### config.mk
export PLATFORM = sky130hd
export DESIGN_NAME = ex_operand_stage_flat
export DESIGN_NICKNAME = d
export VERILOG_FILES = /design/src/rtl/ex_operand_if.sv /design/src/rtl/ex_operand_stage.sv /design/src/flat_wrapper.sv
export SDC_FILE = /design/constraint.sdc
export NUM_CORES = 1
export LEC_CHECK = 0
export ABC_CLOCK_PERIOD_IN_PS = 4410
export BUFFER_PORTS_ARGS = -buffer_cell sky130_fd_sc_hd__buf_4
export CAP_MARGIN = 10
export CORE_MARGIN = 3
export CORE_UTILIZATION = 54
export DETAILED_ROUTE_END_ITERATION = 8
export PLACE_DENSITY = 0.95
export SLEW_MARGIN = 5
export SYNTH_ARGS = -nofsm -noshare
export SYNTH_HDL_FRONTEND = slang
export SYNTH_SLANG_ARGS = --single-unit
### constraint.sdc
create_clock -name clk -period 4.41 [get_ports clk]
set_input_delay 0.441 -clock clk [delete_from_list [all_inputs] [get_ports clk]]
set_output_delay 0.441 -clock clk [all_outputs]
set_load 0.05 [all_outputs]
### src/rtl/ex_operand_if.sv
// ID/EX operand bundle: ID-side inputs, forwarding sources and EX-side outputs.
// The slave modport is the EX operand stage itself.
interface ex_operand_if;
  logic        id_valid;
  logic [31:0] id_rs_data;
  logic [31:0] id_rt_data;
  logic [31:0] id_imm;
  logic [4:0]  id_rs;
  logic [4:0]  id_rt;
  logic [4:0]  id_rd;
  logic [5:0]  id_funct;
  logic [1:0]  id_aluop;
  logic        id_alusrc;
  logic        id_regdst;
  logic        id_regwrite;
  logic        id_memread;
  logic        id_memwrite;
  logic        id_memtoreg;
  logic        hold;
  logic        flush;
  logic        mem_regwrite;
  logic        wb_regwrite;
  logic [4:0]  mem_rd;
  logic [4:0]  wb_rd;
  logic [31:0] mem_result;
  logic [31:0] wb_result;
  logic [31:0] alu_a;
  logic [31:0] alu_b;
  logic [2:0]  alu_ctrl;
  logic [31:0] ex_store_data;
  logic [4:0]  ex_wdest;
  logic        ex_valid;
  logic        ex_regwrite;
  logic        ex_memread;
  logic        ex_memwrite;
  logic        ex_memtoreg;
  logic        load_use_hazard;

  modport slave (
    input  id_valid, id_rs_data, id_rt_data, id_imm,
    input  id_rs, id_rt, id_rd, id_funct, id_aluop,
    input  id_alusrc, id_regdst, id_regwrite,
    input  id_memread, id_memwrite, id_memtoreg,
    input  hold, flush,
    input  mem_regwrite, wb_regwrite, mem_rd, wb_rd,
    input  mem_result, wb_result,
    output alu_a, alu_b, alu_ctrl, ex_store_data,
    output ex_wdest, ex_valid, ex_regwrite,
    output ex_memread, ex_memwrite, ex_memtoreg,
    output load_use_hazard
  );

  modport master (
    output id_valid, id_rs_data, id_rt_data, id_imm,
    output id_rs, id_rt, id_rd, id_funct, id_aluop,
    output id_alusrc, id_regdst, id_regwrite,
    output id_memread, id_memwrite, id_memtoreg,
    output hold, flush,
    output mem_regwrite, wb_regwrite, mem_rd, wb_rd,
    output mem_result, wb_result,
    input  alu_a, alu_b, alu_ctrl, ex_store_data,
    input  ex_wdest, ex_valid, ex_regwrite,
    input  ex_memread, ex_memwrite, ex_memtoreg,
    input  load_use_hazard
  );
endinterface

### src/rtl/ex_operand_stage.sv
// ID/EX pipeline register with ALU-control decode, operand forwarding
// from MEM/WB and load-use hazard detection.
module ex_operand_stage (
  input logic         clk,
  input logic         rst_n,
  ex_operand_if.slave bus
);

  typedef struct packed {
    logic        valid;
    logic [31:0] rs_data;
    logic [31:0] rt_data;
    logic [31:0] imm;
    logic [4:0]  rs;
    logic [4:0]  rt;
    logic [4:0]  wdest;
    logic        alusrc;
    logic [2:0]  alu_ctrl;
    logic        regwrite;
    logic        memread;
    logic        memwrite;
    logic        memtoreg;
  } ex_t;

  localparam logic [2:0] ALU_ADD = 3'b010;
  localparam ex_t BUBBLE = '{alu_ctrl: ALU_ADD, default: '0};

  ex_t         ex_q;
  ex_t         ex_d;
  logic [2:0]  dec;
  logic [31:0] fwd_a;
  logic [31:0] fwd_b;
  logic        hazard;
  logic        v;

  function automatic logic [31:0] fwd(
    input logic [4:0]  r,
    input logic [31:0] dflt
  );
    logic [31:0] res;
    res = dflt;
    if (bus.mem_regwrite && bus.mem_rd != 5'd0 && bus.mem_rd == r)
      res = bus.mem_result;
    else if (bus.wb_regwrite && bus.wb_rd != 5'd0 && bus.wb_rd == r)
      res = bus.wb_result;
    return res;
  endfunction

  always_comb begin
    dec = ALU_ADD;
    unique case (1'b1)
      bus.id_aluop == 2'b01: dec = 3'b110;
      bus.id_aluop == 2'b11: dec = 3'b001;
      bus.id_aluop == 2'b10: begin
        unique case (bus.id_funct)
          6'b100010: dec = 3'b110;
          6'b100100: dec = 3'b000;
          6'b100101: dec = 3'b001;
          6'b101010: dec = 3'b111;
          default:   dec = ALU_ADD;
        endcase
      end
      default: dec = ALU_ADD;
    endcase
  end

  assign fwd_a = fwd(ex_q.rs, ex_q.rs_data);
  assign fwd_b = fwd(ex_q.rt, ex_q.rt_data);

  assign hazard = ex_q.valid & ex_q.memread
                & (ex_q.rt != 5'd0) & bus.id_valid
                & ((ex_q.rt == bus.id_rs) | (ex_q.rt == bus.id_rt));

  assign v = bus.id_valid;

  always_comb begin
    ex_d = ex_q;
    priority case (1'b1)
      bus.flush: ex_d = BUBBLE;
      // Freeze, but keep forwarded operands alive past their source.
      bus.hold: begin
        ex_d.rs_data = fwd_a;
        ex_d.rt_data = fwd_b;
      end
      hazard: ex_d = BUBBLE;
      default: begin
        ex_d.valid    = v;
        ex_d.rs_data  = bus.id_rs_data;
        ex_d.rt_data  = bus.id_rt_data;
        ex_d.imm      = bus.id_imm;
        ex_d.rs       = bus.id_rs;
        ex_d.rt       = bus.id_rt;
        ex_d.wdest    = bus.id_regdst ? bus.id_rd : bus.id_rt;
        ex_d.alusrc   = bus.id_alusrc & v;
        ex_d.alu_ctrl = dec;
        ex_d.regwrite = bus.id_regwrite & v;
        ex_d.memread  = bus.id_memread & v;
        ex_d.memwrite = bus.id_memwrite & v;
        ex_d.memtoreg = bus.id_memtoreg & v;
      end
    endcase
  end

  always_ff @(posedge clk or negedge rst_n) begin
    if (!rst_n) ex_q <= BUBBLE;
    else        ex_q <= ex_d;
  end

  assign bus.alu_a           = fwd_a;
  assign bus.alu_b           = ex_q.alusrc ? ex_q.imm : fwd_b;
  assign bus.alu_ctrl        = ex_q.alu_ctrl;
  assign bus.ex_store_data   = fwd_b;
  assign bus.ex_wdest        = ex_q.wdest;
  assign bus.ex_valid        = ex_q.valid;
  assign bus.ex_regwrite     = ex_q.regwrite;
  assign bus.ex_memread      = ex_q.memread;
  assign bus.ex_memwrite     = ex_q.memwrite;
  assign bus.ex_memtoreg     = ex_q.memtoreg;
  assign bus.load_use_hazard = hazard;

endmodule

### src/flat_wrapper.sv
// flat-port wrapper written by rule: the top's interface ports become plain ports
module ex_operand_stage_flat 
  (clk, rst_n, bus_id_valid, bus_id_rs_data, bus_id_rt_data, bus_id_imm, bus_id_rs, bus_id_rt, bus_id_rd, bus_id_funct, bus_id_aluop, bus_id_alusrc, bus_id_regdst, bus_id_regwrite, bus_id_memread, bus_id_memwrite, bus_id_memtoreg, bus_hold, bus_flush, bus_mem_regwrite, bus_wb_regwrite, bus_mem_rd, bus_wb_rd, bus_mem_result, bus_wb_result, bus_alu_a, bus_alu_b, bus_alu_ctrl, bus_ex_store_data, bus_ex_wdest, bus_ex_valid, bus_ex_regwrite, bus_ex_memread, bus_ex_memwrite, bus_ex_memtoreg, bus_load_use_hazard);
  ex_operand_if bus_i ();
  input logic clk;
  input logic rst_n;
  input wire logic [$bits(bus_i.id_valid)-1:0] bus_id_valid;
  input wire logic [$bits(bus_i.id_rs_data)-1:0] bus_id_rs_data;
  input wire logic [$bits(bus_i.id_rt_data)-1:0] bus_id_rt_data;
  input wire logic [$bits(bus_i.id_imm)-1:0] bus_id_imm;
  input wire logic [$bits(bus_i.id_rs)-1:0] bus_id_rs;
  input wire logic [$bits(bus_i.id_rt)-1:0] bus_id_rt;
  input wire logic [$bits(bus_i.id_rd)-1:0] bus_id_rd;
  input wire logic [$bits(bus_i.id_funct)-1:0] bus_id_funct;
  input wire logic [$bits(bus_i.id_aluop)-1:0] bus_id_aluop;
  input wire logic [$bits(bus_i.id_alusrc)-1:0] bus_id_alusrc;
  input wire logic [$bits(bus_i.id_regdst)-1:0] bus_id_regdst;
  input wire logic [$bits(bus_i.id_regwrite)-1:0] bus_id_regwrite;
  input wire logic [$bits(bus_i.id_memread)-1:0] bus_id_memread;
  input wire logic [$bits(bus_i.id_memwrite)-1:0] bus_id_memwrite;
  input wire logic [$bits(bus_i.id_memtoreg)-1:0] bus_id_memtoreg;
  input wire logic [$bits(bus_i.hold)-1:0] bus_hold;
  input wire logic [$bits(bus_i.flush)-1:0] bus_flush;
  input wire logic [$bits(bus_i.mem_regwrite)-1:0] bus_mem_regwrite;
  input wire logic [$bits(bus_i.wb_regwrite)-1:0] bus_wb_regwrite;
  input wire logic [$bits(bus_i.mem_rd)-1:0] bus_mem_rd;
  input wire logic [$bits(bus_i.wb_rd)-1:0] bus_wb_rd;
  input wire logic [$bits(bus_i.mem_result)-1:0] bus_mem_result;
  input wire logic [$bits(bus_i.wb_result)-1:0] bus_wb_result;
  output wire logic [$bits(bus_i.alu_a)-1:0] bus_alu_a;
  output wire logic [$bits(bus_i.alu_b)-1:0] bus_alu_b;
  output wire logic [$bits(bus_i.alu_ctrl)-1:0] bus_alu_ctrl;
  output wire logic [$bits(bus_i.ex_store_data)-1:0] bus_ex_store_data;
  output wire logic [$bits(bus_i.ex_wdest)-1:0] bus_ex_wdest;
  output wire logic [$bits(bus_i.ex_valid)-1:0] bus_ex_valid;
  output wire logic [$bits(bus_i.ex_regwrite)-1:0] bus_ex_regwrite;
  output wire logic [$bits(bus_i.ex_memread)-1:0] bus_ex_memread;
  output wire logic [$bits(bus_i.ex_memwrite)-1:0] bus_ex_memwrite;
  output wire logic [$bits(bus_i.ex_memtoreg)-1:0] bus_ex_memtoreg;
  output wire logic [$bits(bus_i.load_use_hazard)-1:0] bus_load_use_hazard;
  assign bus_i.id_valid = bus_id_valid;
  assign bus_i.id_rs_data = bus_id_rs_data;
  assign bus_i.id_rt_data = bus_id_rt_data;
  assign bus_i.id_imm = bus_id_imm;
  assign bus_i.id_rs = bus_id_rs;
  assign bus_i.id_rt = bus_id_rt;
  assign bus_i.id_rd = bus_id_rd;
  assign bus_i.id_funct = bus_id_funct;
  assign bus_i.id_aluop = bus_id_aluop;
  assign bus_i.id_alusrc = bus_id_alusrc;
  assign bus_i.id_regdst = bus_id_regdst;
  assign bus_i.id_regwrite = bus_id_regwrite;
  assign bus_i.id_memread = bus_id_memread;
  assign bus_i.id_memwrite = bus_id_memwrite;
  assign bus_i.id_memtoreg = bus_id_memtoreg;
  assign bus_i.hold = bus_hold;
  assign bus_i.flush = bus_flush;
  assign bus_i.mem_regwrite = bus_mem_regwrite;
  assign bus_i.wb_regwrite = bus_wb_regwrite;
  assign bus_i.mem_rd = bus_mem_rd;
  assign bus_i.wb_rd = bus_wb_rd;
  assign bus_i.mem_result = bus_mem_result;
  assign bus_i.wb_result = bus_wb_result;
  assign bus_alu_a = bus_i.alu_a;
  assign bus_alu_b = bus_i.alu_b;
  assign bus_alu_ctrl = bus_i.alu_ctrl;
  assign bus_ex_store_data = bus_i.ex_store_data;
  assign bus_ex_wdest = bus_i.ex_wdest;
  assign bus_ex_valid = bus_i.ex_valid;
  assign bus_ex_regwrite = bus_i.ex_regwrite;
  assign bus_ex_memread = bus_i.ex_memread;
  assign bus_ex_memwrite = bus_i.ex_memwrite;
  assign bus_ex_memtoreg = bus_i.ex_memtoreg;
  assign bus_load_use_hazard = bus_i.load_use_hazard;
  ex_operand_stage u_core (.clk(clk), .rst_n(rst_n), .bus(bus_i));
endmodule
==> results of run 1 <==
[report_power, final]
group / internal, mW / switching, mW / leakage [nW]
Clock: 0.789 / 0.574 / 0.277
Combinational: 0.486 / 0.868 / 2.82
Sequential: 1.18 / 0.0454 / 1.56
Total: 2.46 / 1.49 / 4.66
[how the worst max path moves through the flow]
stage / start / slack [ns] / depth (start not counted) / end
after floorplan: bus_wb_rd[0] / 0.96 / 6 / bus_alu_b[26]
after global placement: bus_mem_rd[1] / 0.98 / 8 / bus_alu_b[0]
after detailed placement: bus_mem_rd[1] / 0.95 / 8 / bus_alu_b[0]
after CTS: u_core.ex_q[13] / 0.73 / 7 / bus_alu_b[18]
after global routing: u_core.ex_q[17] / 0.61 / 7 / bus_alu_b[6]
final: u_core.ex_q[14] / 0.69 / 7 / bus_alu_b[4]
[cells in the final DEF (no fill, tap or decap), drive strengths merged, types with 2 or more instances in the layout]
master	Yosys	routed
nand2	21	21
clkinv	1	5
nor2	5	5
or2	3	3
a31oi	32	32
o31ai	32	32
nand4	33	33
xnor2	15	15
xor2	15	15
a32o	37	37
and4	33	33
nor3	35	35
dfrtp	119	119
mux2	32	32
o21ai	9	9
buf	47	332
and2	2	2
nor4b	2	2
inv	2	10
nand3b	32	32
clkbuf	82	18
mux2i	5	5
and3	2	2
a2bb2oi	64	64
nor2b	2	2
or4	3	3
o31a	64	64
o211ai	77	77
a21oi	12	12
[critical path: stages, from the launching register on]
cell and delay (ns):
sky130_fd_sc_hd__dfrtp_1 0.47, sky130_fd_sc_hd__xor2_1 0.22, sky130_fd_sc_hd__nor2_2 0.84, sky130_fd_sc_hd__buf_4 0.34, sky130_fd_sc_hd__nand4_1 0.13, sky130_fd_sc_hd__a31oi_1 0.42
sky130_fd_sc_hd__mux2_2 0.23, sky130_fd_sc_hd__buf_4 0.19
[area by class of cell]
class,instances,area [sq um]
clock buffers,18,429
clock inverters,14,139
fillers,993,3690
inverters,3,11.3
multi-input cells,576,4550
flip-flops and latches,120,3010
well taps,184,230
repair buffers,332,2530
[registers in the layout, indices dropped and copies added, names as in the netlist]
register                flops
u_core.ex_q               107
u_core.bus.ex_wdest         5
u_core.bus.alu_ctrl         3
u_core.bus.ex_memread       1
u_core.bus.ex_memtoreg      1
u_core.bus.ex_memwrite      1
u_core.bus.ex_regwrite      1
u_core.bus.ex_valid         1
[cells by family after synthesis]
group,synth area share [%]
XOR/XNOR,3.24
AO/OA/AOI/OAI,33.3
multiplexers,5.06
flip-flops,37.1
buffers and inverters,7.39
AND/OR/NAND/NOR,14.0
[routing by layer]
layer / global-route usage (%) / up-vias / share of wire, %
li1: - / 3785 / -
met1: 46.2 / 4225 / 36
met2: 60.7 / 725 / 48
met3: 10.1 / 125 / 12
met4: 16.1 / 0 / 4.0
met5: 0 / - / 0
==> impl_metrics.json, run 1 <==
{
  "worst_slew_margin_rel_pct": 19.0,
  "ys_ff_latch": 120,
  "grt_pass1_vias": 8586,
  "finalClockSkew_ns": 0.0131,
  "drt-wirelength-per-cell_um": 25.7,
  "grt_first_pass_wirelength_um": 47900,
  "most_repeated_cell_in_the_gate_level_netlist_after_synthesis": "sky130_fd_sc_hd__dfrtp_1",
  "route.vias.total": 8860,
  "synth_edf_count": 0,
  "standard_cell_area_after_detailed_placement_sq_mm": 0.0103,
  "critical_path_class": "register to output pin",
  "r2r-end": "u_core.bus.ex_wdest[2]",
  "yosysTopAreaCell": "sky130_fd_sc_hd__dfrtp_1",
  "firstDrtPassIters": 6,
  "netlist_instances": 828,
  "worstSetupEndpointType": "output pin",
  "globalRouteTotalUtil_pct": 37.1,
  "final_cell_count_no_fill": 1247,
  "cts_sinks": 120,
  "ant_nets": 0,
  "clkLatencyLatePin_ns": 0.43,
  "critPathMaxFanout": 20,
  "cts_buffers": 17,
  "cts_setup_buffers": 0,
  "sum_of_overflow_across_all_layers_after_global_routing": 0,
  "kind_of_start_point_of_the_critical_path": "register",
  "grt_start_max_net_pins": 94,
  "die_height_um": 129,
  "power_leakage_nw": 4.66,
  "synth_warnings": 0,
  "grt_setup_unrepaired": "no",
  "drcViolationCount": 0,
  "final.min_clock_period_ns": 3.72,
  "area_growth_pct": 34.4,
  "die_w_um": 129,
  "report.final.hold_viol_count": 0,
  "cp.required_ns": 3.97,
  "syn_area_per_cell_sq_um": 9.79,
  "antenna_violations_before_repair": 0,
  "synth-main-ff-cell": "sky130_fd_sc_hd__dfrtp_1",
  "timing_worst_slew_pin_value_ns": 1.21,
  "final_nets": 1256,
  "timing.final.ws_setup_ns": 0.686,
  "ys_seq_area_share_pct": 37.1,
  "hp-class": "input pin to async pin",
  "finalInstanceArea_sq_mm": 0.0109,
  "floorplan.die_area_sq_mm": 0.0165,
  "cts-htree-levels": 4,
  "setup_total_negative_slack_ns": 0,
  "hold-worst-slack_ns": 0.0881,
  "report.final.slew_viol_count": 0,
  "synthTopCellsByArea": "sky130_fd_sc_hd__dfrtp_1 (37%), sky130_fd_sc_hd__o211ai_1 (7.0%), sky130_fd_sc_hd__a2bb2oi_1 (6.9%)",
  "yosys.area.top_type_share_pct": 36.7,
  "insertedDiodeCount": 0,
  "post_cts_resize_count": 0,
  "critical_path.reg2reg.startpoint": "u_core.ex_q[15]",
  "detail_route.iter0.violations": 1179,
  "post_detailed_routing_wire_length_um": 32000,
  "synth_commonest_cells": "sky130_fd_sc_hd__dfrtp_1 (119), sky130_fd_sc_hd__clkbuf_1 (82), sky130_fd_sc_hd__o211ai_1 (76), sky130_fd_sc_hd__a2bb2oi_1 (64), sky130_fd_sc_hd__o31a_1 (64)",
  "run_status": "complete, no violations",
  "std_cell_rows": 44,
  "clock_slew_at_reported_path_ffs_ns": 0.07,
  "timing.fmax_mhz": 269,
  "place_hpwl_um": 20700,
  "cap_viol_max_count": 0,
  "flop2flop_setup_slack_ns": 1.50,
  "final_min_period_over_clock_period_pct": 84.4,
  "total_power_divided_by_cell_area_mw_per_mm2": 362,
  "dp_cells": 1214,
  "post_synth_instance_area_sq_mm": 0.00811,
  "vias_per_cell": 7.11,
  "cts.path.max_buffers": 2,
  "post_placement_worst_setup_slack_ns": 0.947,
  "hold_buffers": 0,
  "reg2regPathDepth": 5,
  "port_buffers": 315,
  "cts_tree": "yes",
  "num_io_pins": 316,
  "synth.lib_cells_used.distinct": 48,
  "peakVddDrop_mv": 0.330,
  "crit_arrival_ns": 3.28,
  "final_layout_size_suffix_gt1_share_pct": 38.9,
  "finalWeightedCongestion": 0.923,
  "setup_viol": 0,
  "core_region_area_sq_mm": 0.0146,
  "buffer_cell_driving_the_clock_tree_root": "sky130_fd_sc_hd__clkbuf_16",
  "synth.net_count": 1034,
  "synthArstFlopShare_pct": 100,
  "finalPower_mw": 3.94,
  "initial_utilization_pct": 55.6,
  "final_core_util_pct": 74.7
}
No activity file was read; power rests on OpenSTA's default activity.
==> run 2, diff against run 1 <==
--- a/config.mk
+++ b/config.mk
@@ -5,13 +5,13 @@
 export SDC_FILE = /design/constraint.sdc
 export NUM_CORES = 1
 export LEC_CHECK = 0
-export ABC_CLOCK_PERIOD_IN_PS = 4410
+export ABC_CLOCK_PERIOD_IN_PS = 3700
 export BUFFER_PORTS_ARGS = -buffer_cell sky130_fd_sc_hd__buf_4
 export CAP_MARGIN = 10
 export CORE_MARGIN = 3
-export CORE_UTILIZATION = 54
+export CORE_UTILIZATION = 50
 export DETAILED_ROUTE_END_ITERATION = 8
-export PLACE_DENSITY = 0.95
+export PLACE_DENSITY = 0.94
 export SLEW_MARGIN = 5
 export SYNTH_ARGS = -nofsm -noshare
 export SYNTH_HDL_FRONTEND = slang
==> constraint.sdc (replaced) <==
create_clock -name clk -period 3.7 [get_ports clk]
set_input_delay 0.37 -clock clk [delete_from_list [all_inputs] [get_ports clk]]
set_output_delay 0.37 -clock clk [all_outputs]
set_load 0.05 [all_outputs]
==> run 2 against run 1 <==
Combinational power is 21% higher. Die area up 7.6%. Final area increased by 1.2%. Worst setup slack lost 0.32 ns. Sequential power is 19% higher. Final cell count increased by 3.2%. Register-to-register slack got worse by 0.31 ns. Clock skew decreased by 0.0019 ns. Critical path depth is the same. Flip-flop and latch count unchanged. Non-clock buffer count rose by 13.
==> impl_metrics.json, run 2 (synthesis results as in run 1) <==
{
  "final_cell_count_no_fill": 1287,
  "sum_of_overflow_across_all_layers_after_global_routing": 0,
  "antenna_violations_before_repair": 1,
  "final.min_clock_period_ns": 3.33,
  "timing.fmax_mhz": 300,
  "post_placement_worst_setup_slack_ns": 0.587,
  "cts.path.max_buffers": 2,
  "worst_slew_margin_rel_pct": 21.3,
  "timing.final.ws_setup_ns": 0.368,
  "route.vias.total": 8835,
  "detail_route.iter0.violations": 1076,
  "standard_cell_area_after_detailed_placement_sq_mm": 0.0104,
  "crit_arrival_ns": 2.96,
  "grt_first_pass_wirelength_um": 51400,
  "final_core_util_pct": 71.0,
  "grt_pass1_vias": 8966,
  "layout_common_cells": "sky130_fd_sc_hd__buf_4 (342), sky130_fd_sc_hd__dfrtp_1 (119), sky130_fd_sc_hd__o211ai_1 (76)",
  "cts_buffers": 17,
  "post_cts_resize_count": 0,
  "kind_of_start_point_of_the_critical_path": "register",
  "cp_slowest_stage_delay_ns": 0.52,
  "critPathTopFamily": "compound AO/OA/AOI/OAI gates",
  "clock_slew_at_reported_path_ffs_ns": 0.06,
  "timing.critical_path.mode_cell": "sky130_fd_sc_hd__buf_4",
  "grt_start_max_net_pins": 91,
  "hold_buffers": 0,
  "p_sw_mw": 1.72,
  "reg2regPathDepth": 5,
  "power_frac_clock_pct": 34.8,
  "drt-wirelength-per-cell_um": 25.9,
  "cts-htree-levels": 4,
  "flop2flop_setup_slack_ns": 1.19,
  "final_min_period_over_clock_period_pct": 90.0,
  "place_hpwl_um": 22400,
  "most_common_cell_after_layout_fill_and_taps_aside": "sky130_fd_sc_hd__buf_4",
  "sequential_cell_area_sq_mm": 0.00300,
  "port_buffers": 315,
  "power_leakage_nw": 4.71,
  "buffer_cell_driving_the_clock_tree_root": "sky130_fd_sc_hd__clkbuf_16",
  "worstSetupEndpointType": "output pin",
  "final_nets": 1269,
  "finalInstanceArea_sq_mm": 0.0110,
  "num_io_pins": 316,
  "crit_startpoint": "u_core.ex_q[13]",
  "endpoint": "bus_alu_b[8]",
  "r2r-end": "u_core.bus.alu_ctrl[2]",
  "critical_path.reg2reg.startpoint": "u_core.ex_q[14]",
  "clkLatencyLatePin_ns": 0.42,
  "combPwrFrac_pct": 34.5,
  "dp_cells": 1254,
  "timing_worst_slew_pin_value_ns": 1.18,
  "std_cell_rows": 45,
  "globalRouteTotalUtil_pct": 36.5,
  "report.final.slew_viol_count": 0,
  "core_region_area_sq_mm": 0.0155,
  "ant_nets": 0,
  "cts_sinks": 120,
  "largest_register_ffs": 107,
  "grt_setup_unrepaired": "no",
  "cp.required_ns": 3.33,
  "power.share.sequential_pct": 30.7,
  "vias_per_cell": 6.86,
  "die_height_um": 133,
  "crit_path_cell_trace": "xor2_1, or3_1, buf_4, o31ai_1, a31oi_1, mux2_2, buf_4",
  "switching_share_pct": 36.3,
  "peakVddDrop_mv": 0.463,
  "path_depth": 7,
  "finalWeightedCongestion": 0.932,
  "internal-power_mw": 3.02,
  "highest_delay_cell_along_the_critical_path": "sky130_fd_sc_hd__dfrtp_1",
  "cts_setup_buffers": 0,
  "run_status": "complete, no violations",
  "total_power_divided_by_cell_area_mw_per_mm2": 430,
  "filler_cell_count": 1197,
  "cap_viol_max_count": 0,
  "report.final.hold_viol_count": 0,
  "firstDrtPassIters": 5,
  "hp-class": "input pin to async pin",
  "finalClockSkew_ns": 0.0113,
  "insertedDiodeCount": 0,
  "post_detailed_routing_wire_length_um": 33400,
  "critical_path_class": "register to output pin",
  "registers.top_by_ff_count": "u_core.ex_q",
  "final_layout_size_suffix_gt1_share_pct": 39.5,
  "critPathMaxFanout": 32,
  "drcViolationCount": 0,
  "cp.buffers_inverters": 2,
  "setup_total_negative_slack_ns": 0,
  "initial_utilization_pct": 52.2,
  "die_w_um": 133,
  "setup_viol": 0,
  "footprint_of_the_multi_input_gates_sq_mm": 0.00455,
  "cts_tree": "yes",
  "area_growth_pct": 36.1,
  "floorplan.die_area_sq_mm": 0.0178
}
==> run 2: cell count changes in the layout (fill, tap and decap cells not counted), moves of 2 or more <==
cell,previous run,this run
sky130_fd_sc_hd__buf_4,329,342
sky130_fd_sc_hd__inv_6,7,1
sky130_fd_sc_hd__clkinvlp_4,1,4
sky130_fd_sc_hd__clkinv_4,4,1
sky130_fd_sc_hd__clkbuf_8,0,2
sky130_fd_sc_hd__clkinv_2,1,3
==> run 2: final cells by class <==
class	count	area share [%]
clock buffers	21	4.17
clock inverters	11	1.11
inverters	3	0.102
multi-input cells	576	41.2
flip-flops and latches	120	27.2
well taps	211	2.39
repair buffers	345	23.7
==> run 2: worst min path at each step <==
stage	start	to	slack, ns	cells after the start
final	rst_n	u_core.ex_q[70]	0.05	1
after global routing	rst_n	u_core.ex_q[104]	0.11	1
after CTS	rst_n	u_core.ex_q[103]	0.08	1
after detailed placement	u_core.ex_q[32]	u_core.ex_q[32]	0.48	1
after global placement	u_core.bus.ex_wdest[0]	u_core.bus.ex_wdest[0]	0.47	2
after floorplan	rst_n	u_core.bus.alu_ctrl[0]	0.07	0
==> run 2: per-stage QoR <==
step / hold WS (ns) / power [mW]
after floorplan: 0.0744 / 2.48
after global placement: 0.467 / 3.06
after detailed placement: 0.479 / 3.09
after CTS: 0.0753 / 4.73
after global routing: 0.113 / 4.89
final: 0.0460 / 4.75
==> run 2: power by group through the flow <==
| stage | clock network (mW) | logic [mW] | registers (mW) |
|---|---|---|---|
| after floorplan | 0 | 1.02 | 1.46 |
| after global placement | 0 | 1.59 | 1.47 |
| after detailed placement | 0 | 1.61 | 1.47 |
| after CTS | 1.66 | 1.62 | 1.45 |
| after global routing | 1.72 | 1.70 | 1.46 |
| final | 1.65 | 1.64 | 1.46 |
==> run 2: metal layers <==
metal	vias up	routed length, um	track usage [%]	share of wire, %
li1	3798	-	-	-
met1	4245	12500	45.7	37
met2	681	16000	60.7	48
met3	109	3650	9.33	11
met4	2	1280	14.0	3.8
met5	-	13	0	0.039
==> run 2: worst register-to-register path, cell delays in order, from the launching register on <==
cell,delay (ns)
sky130_fd_sc_hd__dfrtp_1,0.47
sky130_fd_sc_hd__or4_1,0.61
sky130_fd_sc_hd__o2111ai_4,0.22
sky130_fd_sc_hd__buf_4,0.47
sky130_fd_sc_hd__o211ai_1,0.32
sky130_fd_sc_hd__o21ai_0,0.32
